===== src/rtl/seg7_pkg.sv =====
// rtl/seg7_pkg.sv - shared 7-segment display constants
package seg7_pkg;

    localparam int NUM_DIGITS = 8;
    localparam int IDX_W      = $clog2(NUM_DIGITS);

    // Segment vectors are {g,f,e,d,c,b,a}, active low
    localparam logic [6:0] SEG_BLANK = 7'h7F;
    localparam logic [6:0] SEG_DASH  = 7'b0111111;

    localparam logic [3:0] CODE_DASH  = 4'hB;
    localparam logic [3:0] CODE_BLANK = 4'hF;

endpackage


===== src/rtl/seg7_decode.sv =====
// rtl/seg7_decode.sv - combinational display code to active-low segment decoder
module seg7_decode
    import seg7_pkg::*;
(
    input  logic [3:0] code,
    output logic [6:0] seg
);

    always_comb begin
        seg = SEG_BLANK;
        case (code)
            4'h0:       seg = 7'b1000000;
            4'h1:       seg = 7'b1111001;
            4'h2:       seg = 7'b0100100;
            4'h3:       seg = 7'b0110000;
            4'h4:       seg = 7'b0011001;
            4'h5:       seg = 7'b0010010;
            4'h6:       seg = 7'b0000010;
            4'h7:       seg = 7'b1111000;
            4'h8:       seg = 7'b0000000;
            4'h9:       seg = 7'b0010000;
            4'hA:       seg = 7'b0001000;
            CODE_DASH:  seg = SEG_DASH;
            4'hC:       seg = 7'b1000110;
            4'hD:       seg = 7'b0100001;
            4'hE:       seg = 7'b0000110;
            CODE_BLANK: seg = SEG_BLANK;
            default:    seg = SEG_BLANK;
        endcase
    end

endmodule


===== src/rtl/seg7_scan_driver.sv =====
// rtl/seg7_scan_driver.sv - 8-digit multiplexed 7-segment scan driver with per-frame snapshot
// Optional blink support: define SEG7_SCAN_DRIVER_BLINK_EN.
module seg7_scan_driver
    import seg7_pkg::*;
#(
    parameter int DIGIT_CYCLES = 100000,
    parameter int BLANK_CYCLES = 2000,
    parameter int BLINK_CYCLES = 25000000
) (
    input  logic        clk,
    input  logic        reset,
    input  logic [31:0] disp_word,
    input  logic        disp_valid,
    input  logic [7:0]  blank_mask,
`ifdef SEG7_SCAN_DRIVER_BLINK_EN
    input  logic [7:0]  blink_mask,
`endif
    output logic        frame_strobe,
    output logic [7:0]  an,
    output logic [6:0]  seg,
    output logic        dp
);

    localparam int SLOT_W = (DIGIT_CYCLES > 1) ? $clog2(DIGIT_CYCLES) : 1;
    localparam logic [SLOT_W-1:0] SLOT_LAST      = SLOT_W'(DIGIT_CYCLES - 1);
    localparam logic [SLOT_W-1:0] SLOT_BLANK_END = SLOT_W'(BLANK_CYCLES);
    localparam logic [IDX_W-1:0]  IDX_LAST       = IDX_W'(NUM_DIGITS - 1);

    logic [SLOT_W-1:0] slot_cnt;
    logic [IDX_W-1:0]  digit_idx;
    logic [31:0]       snapshot;
    logic              slot_last;
    logic              frame_end;
    logic              blink_off;
    logic              digit_blank;
    logic [3:0]        cur_code;
    logic [6:0]        cur_seg;

    assign slot_last   = (slot_cnt == SLOT_LAST);
    assign frame_end   = slot_last && (digit_idx == IDX_LAST);
    assign cur_code    = 4'(snapshot >> {digit_idx, 2'b00});
    assign digit_blank = blank_mask[digit_idx] || blink_off;
    assign dp          = 1'b1;

    seg7_decode u_decode (
        .code (cur_code),
        .seg  (cur_seg)
    );

`ifdef SEG7_SCAN_DRIVER_BLINK_EN
    localparam int BLINK_W = (BLINK_CYCLES > 1) ? $clog2(BLINK_CYCLES) : 1;
    localparam logic [BLINK_W-1:0] BLINK_LAST = BLINK_W'(BLINK_CYCLES - 1);

    logic [BLINK_W-1:0] blink_cnt;
    logic               blink_on;

    always_ff @(posedge clk or posedge reset) begin
        if (reset) begin
            blink_cnt <= '0;
            blink_on  <= 1'b1;
        end else if (blink_cnt == BLINK_LAST) begin
            blink_cnt <= '0;
            blink_on  <= ~blink_on;
        end else begin
            blink_cnt <= blink_cnt + 1'b1;
        end
    end

    assign blink_off = !blink_on && blink_mask[digit_idx];
`else
    logic unused_blink_cfg;
    assign unused_blink_cfg = (BLINK_CYCLES > 0);
    assign blink_off        = 1'b0;
`endif

    always_ff @(posedge clk or posedge reset) begin
        if (reset) begin
            slot_cnt  <= '0;
            digit_idx <= '0;
        end else if (slot_last) begin
            slot_cnt  <= '0;
            digit_idx <= digit_idx + 1'b1;
        end else begin
            slot_cnt  <= slot_cnt + 1'b1;
        end
    end

    // The word is only ever latched at the frame boundary so a frame never tears
    always_ff @(posedge clk or posedge reset) begin
        if (reset) begin
            snapshot     <= 32'hFFFF_FFFF;
            frame_strobe <= 1'b0;
        end else begin
            frame_strobe <= frame_end && disp_valid;
            if (frame_end && disp_valid) begin
                snapshot <= disp_word;
            end
        end
    end

    always_ff @(posedge clk or posedge reset) begin
        if (reset) begin
            an  <= 8'hFF;
            seg <= SEG_BLANK;
        end else if (slot_cnt < SLOT_BLANK_END) begin
            an  <= 8'hFF;
            seg <= SEG_BLANK;
        end else begin
            an  <= digit_blank ? 8'hFF : ~(8'h01 << digit_idx);
            seg <= cur_seg;
        end
    end

endmodule


===== config.mk =====
export PLATFORM = sky130hd
export DESIGN_NAME = seg7_scan_driver
export DESIGN_NICKNAME = d
export VERILOG_FILES = /design/src/rtl/seg7_pkg.sv /design/src/rtl/seg7_decode.sv /design/src/rtl/seg7_scan_driver.sv
export SDC_FILE = /design/constraint.sdc
export NUM_CORES = 1
export LEC_CHECK = 0
export ABC_CLOCK_PERIOD_IN_PS = 2830
export BUFFER_PORTS_ARGS = -buffer_cell sky130_fd_sc_hd__buf_4
export CORE_MARGIN = 4
export CORE_UTILIZATION = 50
export CTS_CLUSTER_SIZE = 12
export DETAILED_ROUTE_END_ITERATION = 8
export PLACE_DENSITY = 0.76
export SLEW_MARGIN = 20
export SYNTH_ARGS = -nofsm -noshare
export SYNTH_HDL_FRONTEND = slang
export SYNTH_HIERARCHICAL = 1
export SYNTH_SLANG_ARGS = --single-unit

===== constraint.sdc =====
create_clock -name clk -period 2.83 [get_ports clk]
set_input_delay 0.566 -clock clk [delete_from_list [all_inputs] [get_ports clk]]
set_output_delay 0.566 -clock clk [all_outputs]
set_load 0.02 [all_outputs]

==> results.sh, run 1 <==
export IMPL_yosys_register_bits=68
export IMPL_yosysWarnings=6
export IMPL_tns_ns=0
export IMPL_irDropWorstVdd_v=0.0003237
export IMPL_synth_nets=314
export IMPL_crit_buf_inv=2
export IMPL_critPathTopFamily="multiplexers"
export IMPL_met2_usage_pct=26.69
export IMPL_htreeDepth=3
export IMPL_hold_viol_final=0
export IMPL_final_util_pct=64.29
export IMPL_min_path_type="input port to asynchronous set/reset pin"
export IMPL_cp_cell_sequence="mux4_2 > nand2_1 > nand2_1 > inv_1 > ha_1 > inv_1 > mux4_2 > nand2b_1"
export IMPL_critPathArrivalTime_ns=2.80
export IMPL_num_io_pins=60
export IMPL_synth_ff_type="dfstp_2"
export IMPL_use_met3_pct=4.341
export IMPL_synth_top_area_cell="dfstp_2"
export IMPL_synth_edf_count=0
export IMPL_cp_end_kind="flop"
export IMPL_ctsHoldBuffers=0
export IMPL_final_nets=377
export IMPL_die_area_mm2=0.008087
export IMPL_gp_congestion=0.8642
export IMPL_crit_type="flop to flop"
export IMPL_dpl_hpwl_um=4831
export IMPL_maxSlewViolCount=0
export IMPL_synthDistinctLibCells=39
export IMPL_avgSynthCellArea_um2=12.96
export IMPL_cts_repair_resize_count=0
export IMPL_finalWorstSetupSlack_ns=0.3081
export IMPL_gr_max_usage_layer="met2"
export IMPL_regArea_mm2=0.001760
export IMPL_post_route_period_util_pct=89.11
export IMPL_die_h_um=89.93
export IMPL_slowest_stage="dfrtp_1"
export IMPL_routed_wl_um=6645
export IMPL_vias=2187
export IMPL_wire_per_inst_um=16.45
export IMPL_max_clock_freq_ghz=0.3965
export IMPL_via_per_inst=5.413
export IMPL_drt_iter0_drc=140
export IMPL_cts_sink_count=68
export IMPL_nFillCells=485
export IMPL_track_usage_pct=17.47
export IMPL_finalSetupViolCount=0
export IMPL_startpoint_type="flop"
export IMPL_worstMarginPinSlew_ns=0.6186
export IMPL_core_mm2=0.006422
export IMPL_slowest_delay_ns=0.65
export IMPL_ant_nets=0
export IMPL_multiInputGateArea_mm2=0.001484
export IMPL_grtUsageMet1_pct=23.45
export IMPL_drt_pass1_iterations=4
export IMPL_yosysSeqAreaShare_pct=52.46
export IMPL_finalPower_mw=2.148
export IMPL_start_util_pct=52.25
export IMPL_yosys_area_top_type_share_pct=36.80
export IMPL_clk_latency_ns=0.34
export IMPL_critical_path_required_ns=3.10
export IMPL_clockBufferDepth=2
export IMPL_async_reset_ff_share_pct=100.0
export IMPL_grt_pass1_wl_um=11180
export IMPL_synth_area_leaders="dfstp_2 37%, dfrtp_1 16%, mux2_1 10%"
export IMPL_status="complete, no violations"
export IMPL_clock_skew_ns=0.008729
export IMPL_max_slew_margin_pct=58.70
export IMPL_netlist_area_mm2=0.003356
export IMPL_leakage_nw=1.855
export IMPL_portBuffers=58
export IMPL_grt_max_degree=33
export IMPL_place_ws_ns=0.2769
export IMPL_grt_antenna_before_repair=0
export IMPL_synthToLayoutAreaGrowth_pct=23.04
export IMPL_drcViolationCount=0
export IMPL_cts_tree="yes"
export IMPL_maxCapViolations=0
export IMPL_powerDensity_mw_per_mm2=520.2
export IMPL_grt_setup_unrepaired="no"
export IMPL_die_width_um=89.93
export IMPL_path_clk_slew_ns=0.08
export IMPL_period_minus_slack_ns=2.522
export IMPL_drive_gt1_share_pct=44.95
export IMPL_grt_overflow_total=0
export IMPL_cts_setup_buffers=0
export IMPL_crit_fanout=10
export IMPL_rows=29
export IMPL_netlist_instances=259
export IMPL_grt_pass1_vias=2266
export IMPL_cts_buffers=9
export IMPL_diodes=0
export IMPL_cts_root_buffer="clkbuf_8"
[cell families (layout without fill, tap and decap cells)]
logic type      count (synthesis)  in the layout  synth area share (%)
compound gates                 13             13                 2.610
xor+xnor                       15             15                 3.915
fa+ha+maj                      12             12                 4.474
buf+inv                        19             87                 3.319
flops                          68             68                 52.46
mux                            45             45                 19.24
other cells                     1              1                0.1117
simple gates                   86             86                 13.87
[final cells by class]
class	instances	share of cell area (%)
repair buffers	64	11.64
well taps	77	2.333
multi-input cells	172	35.94
flip-flops and latches	68	42.64
clock inverters	6	3.212
inverters	7	0.6364
clock buffers	10	3.606
[state kept, by name, indices dropped and copies added (netlist names)]
name	flops
snapshot	32
slot_cnt	17
an	8
seg	7
digit_idx	3
frame_strobe	1
[cell usage in the layout, fill, tap and decap left out, types with 2 or more instances in the layout]
cell type and n:
and3_1 3, and4_1 3, buf_4 64, bufinv_16 4, clkbuf_8 9, dfrtp_1 21
dfstp_2 47, ha_1 12, inv_1 6, mux2_1 30, mux2_2 3, mux4_2 11
nand2_1 22, nand2b_1 10, nand3_1 18, nand4_1 4, nor2_1 17, nor2b_1 2
o211ai_1 2, o21ai_0 5, xnor2_1 6, xor2_1 9
[path summary, 6_finish.rpt]
| path | end | from | slack [ns] | depth (start not counted) |
|---|---|---|---|---|
| worst max-delay path | seg[3]$_DFF_PP1_ | digit_idx[0]$_DFFE_PP0N_ | 0.31 | 8 |
| worst min-delay path | frame_strobe$_DFF_PP0_ | reset | 0.30 | 2 |
| worst max register to register | seg[3]$_DFF_PP1_ | digit_idx[0]$_DFFE_PP0N_ | 0.31 | 8 |
| worst min register to register | slot_cnt[4]$_DFF_PP0_ | slot_cnt[4]$_DFF_PP0_ | 0.52 | 1 |
| max in group asynchronous | seg[4]$_DFF_PP1_ | reset | 1.74 | 3 |
| min in group clk | snapshot[24]$_DFFE_PP1P_ | disp_word[24] | 0.44 | 2 |
[worst reg2reg max path, stage by stage (launching register included)]
cell and delay (ns):
dfrtp_1 0.65, mux4_2 0.57, nand2_1 0.09, nand2_1 0.15
inv_1 0.17, ha_1 0.18, inv_1 0.05, mux4_2 0.44
nand2b_1 0.15
[metrics by stage]
stage               cells  cell area, um2  hold WS (ns)
floorplan             259            3356        0.4695
global placement      388            3847        0.4957
detailed placement    388            3847        0.5031
CTS                   404            4129        0.3172
global route          404            4129        0.3380
finish                404            4129        0.3020
[power by group]
| part | leakage, nW | internal [mW] | total, mW | switching (mW) |
|---|---|---|---|---|
| sequential | 0.767 | 0.975 | 0.975 | 0 |
| combinational | 0.950 | 0.0403 | 0.0720 | 0.0317 |
| clock | 0.138 | 0.726 | 1.10 | 0.375 |
[metal layers]
metal,part of all wire (%),wire (um)
met5,0,0
met4,2.0,134
met3,4.9,323
met2,47,3148
met1,46,3038
[cells in the mapped netlist (2+ instances only)]
master / n
nand2b_1: 10
xor2_1: 9
and3_1: 3
ha_1: 12
xnor2_1: 6
nand4_1: 4
buf_6: 4
dfrtp_1: 21
clkbuf_1: 2
and4_1: 3
mux2_1: 30
nor2b_1: 2
inv_1: 7
nand2_1: 22
nand3_1: 18
mux2_2: 3
o21ai_0: 5
mux4_2: 11
nor2_1: 17
o211ai_1: 2
buf_2: 4
dfstp_2: 47
Power figures use the tool's default switching activity.
==> inputs of run 2 (changes only) <==
--- a/config.mk
+++ b/config.mk
@@ -5,13 +5,13 @@
 export SDC_FILE = /design/constraint.sdc
 export NUM_CORES = 1
 export LEC_CHECK = 0
-export ABC_CLOCK_PERIOD_IN_PS = 2830
+export ABC_CLOCK_PERIOD_IN_PS = 3250
 export BUFFER_PORTS_ARGS = -buffer_cell sky130_fd_sc_hd__buf_4
 export CORE_MARGIN = 4
-export CORE_UTILIZATION = 50
+export CORE_UTILIZATION = 40
 export CTS_CLUSTER_SIZE = 12
 export DETAILED_ROUTE_END_ITERATION = 8
-export PLACE_DENSITY = 0.76
+export PLACE_DENSITY = 0.63
 export SLEW_MARGIN = 20
 export SYNTH_ARGS = -nofsm -noshare
 export SYNTH_HDL_FRONTEND = slang
==> constraint.sdc (replaced) <==
create_clock -name clk -period 3.25 [get_ports clk]
set_input_delay 0.65 -clock clk [delete_from_list [all_inputs] [get_ports clk]]
set_output_delay 0.65 -clock clk [all_outputs]
set_load 0.02 [all_outputs]
==> run 2 against run 1 <==
Total power fell by 25%. Combinational power fell by 14%. Non-clock buffer count fell by 2. First-iteration DRC count fell by 31%. Register-to-register slack improved by 0.35 ns. Routed wire length fell by 5.1%. Largest cell class unchanged.
==> results.sh, run 2 (same netlist as run 1, synthesis figures left out) <==
export IMPL_max_clock_freq_ghz=0.3859
export IMPL_wire_per_inst_um=14.66
export IMPL_layout_cells_most_common="buf_4"
export IMPL_largest_register_ffs=32
export IMPL_clock_skew_ns=0.01265
export IMPL_clockBufferDepth=2
export IMPL_gp_congestion=0.8336
export IMPL_p_int_mw=1.243
export IMPL_seqPwrFrac_pct=53.0
export IMPL_die_h_um=99.60
export IMPL_cp_end_kind="flop"
export IMPL_rr_startpoint="digit_idx[0]$_DFFE_PP0N_"
export IMPL_crit_fanout=10
export IMPL_drt_iter0_drc=97
export IMPL_track_usage_pct=13.52
export IMPL_worstMarginPinSlew_ns=0.7548
export IMPL_cts_buffers=9
export IMPL_portBuffers=58
export IMPL_post_route_period_util_pct=79.73
export IMPL_critical_path_required_ns=3.52
export IMPL_diodes=0
export IMPL_final_cell_mix="61 x buf_4, 47 x dfstp_2, 30 x mux2_1"
export IMPL_clock_power_share_pct=43.1
export IMPL_r2r_end="seg[3]$_DFF_PP1_"
export IMPL_grt_max_degree=38
export IMPL_pwr_share_comb_pct=3.9
export IMPL_maxSlewViolCount=0
export IMPL_reg2reg_slack_ns=0.66
export IMPL_p_sw_share_pct=22.39
export IMPL_die_width_um=99.60
export IMPL_grt_antenna_before_repair=0
export IMPL_place_ws_ns=0.6105
export IMPL_grt_setup_unrepaired="no"
export IMPL_regMostFlops="snapshot"
export IMPL_synthToLayoutAreaGrowth_pct=21.55
export IMPL_core_mm2=0.008175
export IMPL_irDropWorstVdd_v=0.0002978
export IMPL_tns_ns=0
export IMPL_startpoint_type="flop"
export IMPL_htreeDepth=3
export IMPL_grt_pass1_wl_um=10340
export IMPL_cts_sink_count=68
export IMPL_routed_wl_um=6305
export IMPL_finalWorstSetupSlack_ns=0.6589
export IMPL_grt_pass1_vias=2052
export IMPL_drcViolationCount=0
export IMPL_drt_pass1_iterations=4
export IMPL_path_clk_slew_ns=0.08
export IMPL_period_minus_slack_ns=2.591
export IMPL_powerDensity_mw_per_mm2=392.6
export IMPL_num_io_pins=60
export IMPL_crit_type="flop to flop"
export IMPL_ant_nets=0
export IMPL_vias=2161
export IMPL_final_nets=375
export IMPL_min_path_type="input port to asynchronous set/reset pin"
export IMPL_finalSetupViolCount=0
export IMPL_maxCapViolations=0
export IMPL_rows=33
export IMPL_cts_repair_resize_count=0
export IMPL_start_util_pct=41.05
export IMPL_dpl_cell_area_mm2=0.003880
export IMPL_final_area_mm2=0.004079
export IMPL_drive_gt1_share_pct=44.62
export IMPL_max_slew_margin_pct=49.61
export IMPL_critPathArrivalTime_ns=2.86
export IMPL_ctsHoldBuffers=0
export IMPL_cts_tree="yes"
export IMPL_netSwitchingPower_mw=0.3587
export IMPL_whs_ns=0.4449
export IMPL_die_area_mm2=0.009919
export IMPL_clk_latency_ns=0.35
export IMPL_cts_root_buffer="clkbuf_8"
export IMPL_status="complete, no violations"
export IMPL_via_per_inst=5.026
export IMPL_rr_worst_depth=8
export IMPL_leakage_nw=1.812
export IMPL_reg_top3="snapshot: 32 flops, slot_cnt: 17 flops, an: 8 flops"
export IMPL_cts_setup_buffers=0
export IMPL_grt_overflow_total=0
export IMPL_hold_viol_final=0
export IMPL_dpl_hpwl_um=4672
[run 2: cell count changes in the layout (fill, tap and decap cells not counted), sizes merged]
cell,previous run,this run
bufinv,4,1
buf,64,62
clkinv,1,3
inv,7,9
clkbuf,10,9
[run 2: worst max-delay path by stage]
stage | startpoint | endpoint | cells past startpoint
floorplan | digit_idx[0]$_DFFE_PP0N_ | seg[3]$_DFF_PP1_ | 9
global placement | digit_idx[0]$_DFFE_PP0N_ | seg[3]$_DFF_PP1_ | 8
detailed placement | digit_idx[0]$_DFFE_PP0N_ | seg[3]$_DFF_PP1_ | 8
CTS | digit_idx[0]$_DFFE_PP0N_ | seg[3]$_DFF_PP1_ | 8
global route | digit_idx[0]$_DFFE_PP0N_ | seg[3]$_DFF_PP1_ | 8
finish | digit_idx[0]$_DFFE_PP0N_ | seg[3]$_DFF_PP1_ | 8
[run 2: metal layers]
layer	share of wire, %	track usage, %	vias up	routed length, um
li1	-	-	1038	-
met1	46	18.34	1056	2897
met2	46	19.73	56	2925
met3	5.7	4.909	11	361
met4	1.9	5.357	0	121
met5	0	0	-	0
[run 2: per-stage QoR]
stage,std cells,util [%],power [mW]
4_1_cts,430,49.89,1.632
3_5_place_dp,414,47.46,0.9268
2_1_floorplan,259,-,0.8793
6_report,430,49.89,1.602
3_3_place_gp,414,47.46,0.9268
5_1_grt,430,49.89,1.677
[run 2: power by group through the flow]
stage	Clock, mW	Combinational [mW]	Sequential (mW)
floorplan	0	0.0166	0.863
global placement	0	0.0640	0.863
detailed placement	0	0.0640	0.863
CTS	0.719	0.0641	0.849
global route	0.759	0.0695	0.849
finish	0.691	0.0620	0.849
[run 2: area by class of cell]
cell class | count | area [um2]
inverters | 7 | 26.28
fillers | 763 | 4096
repair buffers | 62 | 478.0
clock inverters | 7 | 75.07
multi-input cells | 172 | 1484
clock buffers | 9 | 123.9
flip-flops and latches | 68 | 1760
well taps | 105 | 131.4
[run 2: critical path, stage by stage (launching register included)]
cell,delay [ns]
dfrtp_1,0.73
mux4_2,0.58
nand2_1,0.08
nand2_1,0.15
inv_1,0.16
ha_1,0.19
inv_1,0.05
mux4_2,0.43
nand2b_1,0.15
==> inputs of run 3 (changes only) <==
--- a/config.mk
+++ b/config.mk
@@ -5,7 +5,8 @@
 export SDC_FILE = /design/constraint.sdc
 export NUM_CORES = 1
 export LEC_CHECK = 0
-export ABC_CLOCK_PERIOD_IN_PS = 3250
+export ABC_AREA = 1
+export ABC_CLOCK_PERIOD_IN_PS = 2500
 export BUFFER_PORTS_ARGS = -buffer_cell sky130_fd_sc_hd__buf_4
 export CORE_MARGIN = 4
 export CORE_UTILIZATION = 40
==> constraint.sdc (replaced) <==
create_clock -name clk -period 2.5 [get_ports clk]
set_input_delay 0.5 -clock clk [delete_from_list [all_inputs] [get_ports clk]]
set_output_delay 0.5 -clock clk [all_outputs]
set_load 0.02 [all_outputs]
==> run 3 against run 2 <==
Sequential cell count unchanged. Cell count increased by 55%. Via count increased by 47%. Clock skew decreased by 0.0040 ns. Register-to-register slack got worse by 0.25 ns. Sequential power increased by 30%. Combinational power increased by 36%. Clock power increased by 26%. Critical path type unchanged. Critical endpoint unchanged.
==> results.sh, run 3 <==
export IMPL_ant_nets=0
export IMPL_async_reset_ff_share_pct=100.0
export IMPL_multiInputGateArea_mm2=0.001713
export IMPL_netlist_area_mm2=0.003795
export IMPL_grt_pass1_wl_um=14270
export IMPL_num_io_pins=60
export IMPL_vias=3181
export IMPL_cts_sink_count=68
export IMPL_synth_top_area_cell="dfstp_2"
export IMPL_synth_ff_type="dfstp_2"
export IMPL_diodes=0
export IMPL_grt_max_degree=34
export IMPL_tns_ns=0
export IMPL_slowest_delay_ns=0.38
export IMPL_via_per_inst=4.762
export IMPL_netlist_instances=480
export IMPL_irDropWorstVdd_v=0.0002234
export IMPL_regMostFlops="snapshot"
export IMPL_crit_top_cell="nand2_1"
export IMPL_synth_area_leaders="dfstp_2 33%, nand2_1 16%, dfrtp_1 14%"
export IMPL_worstSetupStartpoint="digit_idx[0]$_DFFE_PP0N_"
export IMPL_grt_overflow_total=0
export IMPL_clock_skew_ns=0.008619
export IMPL_drive_gt1_share_pct=27.46
export IMPL_slowest_stage="dfrtp_1"
export IMPL_core_mm2=0.009240
export IMPL_period_minus_slack_ns=2.089
export IMPL_portBuffers=58
export IMPL_cts_root_buffer="clkbuf_8"
export IMPL_cts_repair_resize_count=0
export IMPL_synth_simple_area_share_pct=34.72
export IMPL_die_h_um=105.4
export IMPL_yosys_area_share_adder_pct=3.956
export IMPL_rows=35
export IMPL_crit_type="flop to flop"
export IMPL_clk_latency_ns=0.34
export IMPL_start_util_pct=41.07
export IMPL_synth_top_family_by_area="simple AND/OR/NAND/NOR gates"
export IMPL_cts_tree="yes"
export IMPL_synthToLayoutAreaGrowth_pct=19.02
export IMPL_grt_setup_unrepaired="no"
export IMPL_clockBufferDepth=2
export IMPL_critPathArrivalTime_ns=2.36
export IMPL_startpoint_type="flop"
export IMPL_htreeDepth=3
export IMPL_min_path_type="input port to asynchronous set/reset pin"
export IMPL_layout_cells_most_common="nand2_1"
export IMPL_drcViolationCount=0
export IMPL_post_route_period_util_pct=83.56
export IMPL_grt_antenna_before_repair=0
export IMPL_max_slew_margin_pct=63.65
export IMPL_status="complete, no violations"
export IMPL_synth_most_common_cell="nand2_1"
export IMPL_ctsHoldBuffers=0
export IMPL_die_area_mm2=0.01111
export IMPL_yosysWarnings=6
export IMPL_synth_edf_count=0
export IMPL_gp_congestion=0.9565
export IMPL_critical_path_required_ns=2.77
export IMPL_nFillCells=910
export IMPL_synth_top_cells_by_count="166 x nand2_1, 54 x nor2_1, 47 x dfstp_2, 38 x inv_1, 34 x nand4_1"
export IMPL_powerDensity_mw_per_mm2=455.2
export IMPL_leakage_nw=2.209
export IMPL_final_nets=589
export IMPL_maxSlewViolCount=0
export IMPL_synthDistinctLibCells=30
export IMPL_path_clk_slew_ns=0.07
export IMPL_crit_fanout=16
export IMPL_synthMuxAreaShare_pct=0
export IMPL_largest_register_ffs=32
export IMPL_yosysSeqAreaShare_pct=46.39
export IMPL_max_clock_freq_ghz=0.4787
export IMPL_avgSynthCellArea_um2=7.906
export IMPL_die_width_um=105.4
export IMPL_drt_pass1_iterations=4
export IMPL_finalSetupViolCount=0
export IMPL_synth_nets=535
export IMPL_grt_pass1_vias=3034
export IMPL_yosys_area_top_type_share_pct=32.54
export IMPL_reg_top3="snapshot: 32 flops, slot_cnt: 17 flops, an: 8 flops"
export IMPL_dpl_hpwl_um=6440
export IMPL_synth_xor_area_share_pct=2.077
export IMPL_final_cell_mix="166 x nand2_1, 64 x buf_4, 54 x nor2_1"
export IMPL_regArea_mm2=0.001760
export IMPL_cts_buffers=9
export IMPL_rr_startpoint="digit_idx[0]$_DFFE_PP0N_"
export IMPL_maxCapViolations=0
export IMPL_cp_cell_sequence="inv_1 > o21ai_0 > o22ai_1 > nand2_1 > nand2_1 > inv_1 > ha_1 > inv_1 > nand2_1 > nand2_1 > nand2_1 > nand2_1 > inv_1 > nand2_1"
export IMPL_drt_iter0_drc=125
export IMPL_finalPower_mw=2.056
export IMPL_synth_compound_gate_area_share_pct=4.286
export IMPL_wire_per_inst_um=12.87
export IMPL_routed_wl_um=8599
export IMPL_track_usage_pct=15.88
export IMPL_cp_end_kind="flop"
export IMPL_worstMarginPinSlew_ns=0.5440
export IMPL_cts_setup_buffers=0
export IMPL_yosys_register_bits=68
export IMPL_hold_viol_final=0
==> run 3: cell count changes in the layout (fill, tap and decap cells not counted), moves of 9 or more <==
| cell | delta |
|---|---|
| nand2_2 | +9 |
| mux2_1 | -30 |
| nand4_1 | +30 |
| nand2_1 | +144 |
| mux4_2 | -11 |
| nor2_1 | +37 |
| nand2b_1 | -10 |
| o21ai_0 | +15 |
| inv_1 | +31 |
==> run 3: final timing paths <==
kind	end	slack [ns]	cells after the start
worst max-delay path	seg[3]$_DFF_PP1_	0.41	14
worst min-delay path	slot_cnt[8]$_DFF_PP0_	0.16	2
worst max register to register	seg[3]$_DFF_PP1_	0.41	14
worst min register to register	snapshot[15]$_DFFE_PP1P_	0.46	2
max in group asynchronous	seg[3]$_DFF_PP1_	1.67	3
min in group clk	snapshot[27]$_DFFE_PP1P_	0.39	3
==> run 3: logic make-up after synthesis <==
logic type,count (synthesis)
buffers and inverters,67
AND/OR/NAND/NOR,293
flip-flops,68
XOR/XNOR,9
other,1
adder cells (fa/ha/maj),12
AO/OA/AOI/OAI,30
==> run 3: final cells by class <==
type                            instances  area share (%)
Timing Repair Buffer                   66           11.52
Sequential cell                        68           38.98
Multi-Input combinational cell        345           37.92
Inverter                               44           3.767
Tap cell                              129           3.573
Clock buffer                           16           4.238
==> run 3: through the flow <==
stage | instances | area [um2] | hold WS [ns] | utilization (%) | setup WS (ns)
2_1_floorplan | 480 | 3795 | 0.4398 | - | 0.3663
3_3_place_gp | 652 | 4325 | 0.4530 | 46.81 | 0.5244
3_5_place_dp | 652 | 4325 | 0.4541 | 46.81 | 0.4467
4_1_cts | 668 | 4517 | 0.1576 | 48.88 | 0.4249
5_1_grt | 668 | 4517 | 0.1866 | 48.88 | 0.1567
6_report | 668 | 4517 | 0.1584 | 48.88 | 0.4109
==> run 3: per-layer routing <==
| metal | GRT usage, % | wire length (um) | vias to the layer above |
|---|---|---|---|
| met3 | 2.572 | 248 | 18 |
| met4 | 6.373 | 188 | 0 |
| met5 | 0 | 0 | - |
| met2 | 25.50 | 4116 | 56 |
| li1 | - | - | 1632 |
| met1 | 21.36 | 4045 | 1475 |
==> run 3: report_power, final <==
| part | leakage, nW | switching [mW] | internal (mW) |
|---|---|---|---|
| registers | 0.767 | 0 | 1.10 |
| logic | 1.35 | 0.0369 | 0.0475 |
| clock network | 0.0961 | 0.390 | 0.478 |
==> run 3: critical path: cells and delay by family, from the launching register on <==
family          cells  cell delay [ns]
simple gates        7             0.51
fa+ha+maj           1             0.33
flops               1             0.38
buf+inv             4             0.53
compound gates      2             0.26
